**src/rtl/debounce_scan.sv**
```systemverilog
// Shared-counter button debouncer: one down-the-line window counter is lent round-robin
// to whichever button's synchronized level disagrees with its debounced level.
//
// state  | meaning
// IDLE   | no window open; grant counter to next requesting button
// COUNT  | owner's level differs from btn_o; count tp_i pulses until window full
// COMMIT | one cycle; btn_o[owner] updated, press/release pulse visible
module debounce_scan #(
  parameter int N_BTN           = 4,
  parameter int PULSE_PER_NS    = 5120,
  parameter int DEBOUNCE_PER_NS = 20_971_520
) (
  input  logic                     clk_i,
  input  logic                     rst_i,
  input  logic                     tp_i,
  input  logic [N_BTN-1:0]         btn_i,
  output logic [N_BTN-1:0]         btn_o,
  output logic [N_BTN-1:0]         press_o,
  output logic [N_BTN-1:0]         release_o,
  output logic                     busy_o,
  output logic [$clog2(N_BTN)-1:0] owner_o
);

  localparam int MAX_COUNT = DEBOUNCE_PER_NS / PULSE_PER_NS - 1;
  localparam int CW        = (MAX_COUNT > 0) ? $clog2(MAX_COUNT + 1) : 1;
  localparam int OW        = $clog2(N_BTN);
  localparam logic [CW-1:0] CNT_LAST = CW'(MAX_COUNT);

  typedef enum logic [1:0] {IDLE, COUNT, COMMIT} state_t;

  state_t             state_q, state_d;
  logic [N_BTN-1:0]   sync1_q, sync2_q;
  logic [N_BTN-1:0]   btn_q, btn_d;
  logic [N_BTN-1:0]   press_q, press_d;
  logic [N_BTN-1:0]   release_q, release_d;
  logic [OW-1:0]      owner_q, owner_d;
  logic [OW-1:0]      last_q, last_d;
  logic [CW-1:0]      cnt_q, cnt_d;

  logic [N_BTN-1:0]   req;
  logic               grant_valid;
  logic [OW-1:0]      grant_idx;
  logic [OW:0]        cand;

  assign req = sync2_q ^ btn_q;

  // Scan last+1 .. last+N so the previous owner is considered last.
  always_comb begin
    grant_valid = 1'b0;
    grant_idx   = '0;
    cand        = '0;
    for (int k = 1; k <= N_BTN; k++) begin
      cand = {1'b0, last_q} + (OW+1)'(k);
      if (cand >= (OW+1)'(N_BTN)) cand = cand - (OW+1)'(N_BTN);
      if (!grant_valid && req[cand[OW-1:0]]) begin
        grant_valid = 1'b1;
        grant_idx   = cand[OW-1:0];
      end
    end
  end

  always_comb begin
    state_d   = state_q;
    owner_d   = owner_q;
    last_d    = last_q;
    cnt_d     = cnt_q;
    btn_d     = btn_q;
    press_d   = '0;
    release_d = '0;
    case (state_q)
      IDLE: begin
        if (grant_valid) begin
          owner_d = grant_idx;
          cnt_d   = '0;
          state_d = COUNT;
        end
      end
      COUNT: begin
        if (sync2_q[owner_q] == btn_q[owner_q]) begin
          last_d  = owner_q;
          cnt_d   = '0;
          state_d = IDLE;
        end else if (tp_i) begin
          if (cnt_q == CNT_LAST) begin
            btn_d[owner_q]     = sync2_q[owner_q];
            press_d[owner_q]   = sync2_q[owner_q];
            release_d[owner_q] = !sync2_q[owner_q];
            state_d            = COMMIT;
          end else begin
            cnt_d = cnt_q + CW'(1);
          end
        end
      end
      COMMIT: begin
        last_d  = owner_q;
        cnt_d   = '0;
        state_d = IDLE;
      end
      default: state_d = IDLE;
    endcase
  end

  always_ff @(posedge clk_i or posedge rst_i) begin
    if (rst_i) begin
      state_q   <= IDLE;
      sync1_q   <= '0;
      sync2_q   <= '0;
      btn_q     <= '0;
      press_q   <= '0;
      release_q <= '0;
      owner_q   <= '0;
      last_q    <= OW'(N_BTN - 1);
      cnt_q     <= '0;
    end else begin
      state_q   <= state_d;
      sync1_q   <= btn_i;
      sync2_q   <= sync1_q;
      btn_q     <= btn_d;
      press_q   <= press_d;
      release_q <= release_d;
      owner_q   <= owner_d;
      last_q    <= last_d;
      cnt_q     <= cnt_d;
    end
  end

  assign btn_o     = btn_q;
  assign press_o   = press_q;
  assign release_o = release_q;
  assign busy_o    = (state_q != IDLE);
  assign owner_o   = owner_q;

endmodule

```
**config.mk**
```make
export PLATFORM = sky130hd
export DESIGN_NAME = debounce_scan
export DESIGN_NICKNAME = d
export VERILOG_FILES = /design/src/rtl/debounce_scan.sv
export SDC_FILE = /design/constraint.sdc
export NUM_CORES = 1
export LEC_CHECK = 0
export ABC_CLOCK_PERIOD_IN_PS = 3100
export CAP_MARGIN = 10
export CORE_UTILIZATION = 45
export CTS_CLUSTER_SIZE = 24
export DETAILED_ROUTE_END_ITERATION = 16
export MAX_ROUTING_LAYER = met4
export PLACE_DENSITY = 0.69
export SYNTH_ARGS = -nofsm -noshare
export SYNTH_HDL_FRONTEND = slang
export SYNTH_SLANG_ARGS = --single-unit
```
**constraint.sdc**
```tcl
create_clock -name clk_i -period 3.1 [get_ports clk_i]
set_input_delay 0.31 -clock clk_i [delete_from_list [all_inputs] [get_ports clk_i]]
set_output_delay 0.31 -clock clk_i [all_outputs]
set_load 0.01 [all_outputs]
```
==> impl_results.md <==
* Final net count at 200
* Prevailing post-synth register cell: dfrtp_1
* Slowest CP cell: mux4_2
* Placed insts at 233
* RSZ-0062 raised after global routing: false
* Area Overhead vs Synth at 23.4%
* Antenna Nets Post-Route at 0
* Die area at 4180 um^2
* Setup CP Type: reg2reg
* Final wirelength at 3.52 mm
* Core ar. at 3720 um^2
* Ant. Diodes at 0
* Final setup fails at 0
* Maxcap violations at 0
* Worst path cell trace: mux4_2 -> nor3_4 -> nand3b_2 -> mux2_2
* Post-synthesis cell type count at 40
* DRC viols at 0
* CTS Sinks at 38
* GR met2 Demand/Resource at 34.1%
* Violation count after the first detailed-route iteration at 59
* Clk pin slew, worst setup/hold paths at 0.07 ns
* IO Count at 22
* Final min period at 2.11 ns
* FFs w/ async S/R, synth at 100%
* #FFs+latches synth at 38
* Most frequent cells in the layout: 36 x dfrtp_1, 21 x clkdlybuf4s50_1, 15 x nor2_1
* Routed len/inst at 14.6 um
* CTS root buffer: clkbuf_8
* Post-CTS Repair Setup Buffers at 0
* Grt met1 use at 23.4%
* Most used routing layer: met2
* Worst Path Required at 3.28 ns
* Yosys warnings at 0
* Level count of the clock H-tree at 2
* Die height at 64.6 um
* Fillers at 307
* HPWL Detailed at 2.60 mm
* FMAX at 0.475 GHz
* Worst Setup Start Kind: flop
* Antenna violations before repair at 0
* Count of pins over their slew limit at 0
* Total Routing Usage GR at 20.2%
* Hold Buf Count CTS at 0
* Clk buf depth at 2
* Lkg Pwr at 0.000973 uW
* Most common cell after layout, fill and taps aside: dfrtp_1
* Global-route wire length before repair at 6.18 mm
* PortBufs at 21
* Post-synthesis sequential area ratio at 54.0%
* Number of synthesized flops with an enable pin at 0
* Worst skew pair latency at 0.29 ns
* Status: finished clean
* Critical Path Fanout Max at 9
* Hold Crit Start: sync1_q[3]
* Post_cts resized at 0
* Hold path depth at 0
* Mapped Cells at 165
* Layout cells sized above 1 at 13.5%
* Avg Cell Area, Syn at 10.7 um^2
* Arrival @ worst endpoint at 2.28 ns
* Final Cycle Share at 67.9%
* Worst Reg-to-Reg Cells at 4
* Setup TNS at 0 ns
* Std-Cell Rows at 22
* Vias per inst at 5.53
* Routed via count at 1332
* Global-route met3 utilization at 4.40%
* Post-Layout Cell Count at 241
* Clock skew at 0.00374 ns
* Worst hold path type: reg2reg
* Syn nets at 173
* Initial Util at 47.5%
* TritonCTS Buffers at 5
* Drt first pass iters at 4
* Clock tree from TritonCTS: built
* Worst Max-Slew Pin Slew at 0.588 ns
* Total gr overflow at 0
* Flop2flop setup slack at 0.99 ns
* Largest stage delay, worst path at 0.63 ns
* Slew Limit Headroom at 60.4%
* Crit Reg-Reg Endpoint: btn_o[1]
* Die Width at 64.6 um
* PwrDens at 697 nW/um^2
* Synthesized cell area at 1760 um^2
* Endpoint with the worst hold slack: sync2_q[3]
* Final core utilization at 58.6%
* Vias in the first global route at 1418
* Worst r2r src: owner_o[0]
* Worst VDD drop at 378 uV
* Largest net degree at the start of global routing at 24
* CP Capture Type: flop
* Hold Vio Cnt, Final at 0
* Routability cong. at 0.833
sequential cells by signal, indices dropped and copies added (netlist names):
name       count
cnt_q         12
state_q        2
owner_o        2
sync1_q        4
btn_o          4
press_o        4
sync2_q        4
release_o      4
last_q         2
power by group:
part           switching [uW]  leakage [uW]  internal, uW
logic                     194      0.000404           179
registers                78.5      0.000497           554
clock network             170     0.0000714           343
stage by stage:
step	hold WS [ns]	total power (uW)	setup slack [ns]	instance area, um^2
final	0.357	1520	0.994	2180
after global routing	0.367	1600	0.843	2180
after CTS	0.361	1530	0.983	2180
after detailed placement	0.337	1010	0.994	2030
after global placement	0.338	999	1.02	2030
after floorplan	0.331	888	1.04	1760
cells by family (layout without fill, tap and decap cells):
kind of cell,count (synthesis),after routing,synth area share [%]
adder cells (fa/ha/maj),1,1,0.709
AND/OR/NAND/NOR,61,61,19.5
buffers and inverters,9,37,2.13
multiplexers,8,8,5.53
flip-flops,38,38,54.0
AO/OA/AOI/OAI,41,41,14.6
XOR/XNOR,7,7,3.48
synthesized netlist by cell type, types with 3 or more instances:
cell / n / area [um^2]
mux2i_1: 3 / 30.0
inv_1: 6 / 22.5
and3_1: 3 / 18.8
nor2b_1: 4 / 25.0
nand2_1: 9 / 33.8
nand4_1: 5 / 31.3
xor2_1: 3 / 26.3
a31oi_1: 3 / 18.8
o21ai_0: 11 / 55.1
dfrtp_1: 36 / 901
nand3_1: 5 / 25.0
mux2_2: 4 / 45.0
and2_1: 6 / 37.5
xnor2_1: 4 / 35.0
a21o_1: 5 / 37.5
nor2_1: 15 / 56.3
a21oi_1: 12 / 60.1
worst max-delay path by stage:
| stage | endpoint | cells after the start | slack, ns | startpoint |
|---|---|---|---|---|
| 4_1_cts | btn_o[1] | 5 | 0.98 | sync2_q[1] |
| 2_1_floorplan | btn_o[1] | 5 | 1.04 | owner_o[0] |
| 3_5_place_dp | btn_o[1] | 5 | 0.99 | sync2_q[1] |
| 3_3_place_gp | btn_o[1] | 4 | 1.02 | owner_o[0] |
| 6_report | btn_o[1] | 4 | 0.99 | owner_o[0] |
| 5_1_grt | btn_o[1] | 4 | 0.84 | owner_o[0] |
final cells by class:
type	count	area, um^2	area share, %
Sequential cell	38	953	43.8
Multi-Input combinational cell	118	773	35.5
Clock inverter	2	60.1	2.76
Inverter	6	22.5	1.03
Tap cell	48	60.1	2.76
Clock buffer	6	82.6	3.79
Timing Repair Buffer	23	225	10.3
critical path, delay by kind of cell (launching register included):
kind,cells,cell delay [ns]
flops,1,0.56
mux,2,0.91
simple gates,2,0.52
metal layers:
layer,wire length [um],vias up
li1,-,646
met1,1550,660
met2,1810,20
met3,107,6
met4,48,0
met5,0,-
(Power assumes the default switching activity.)
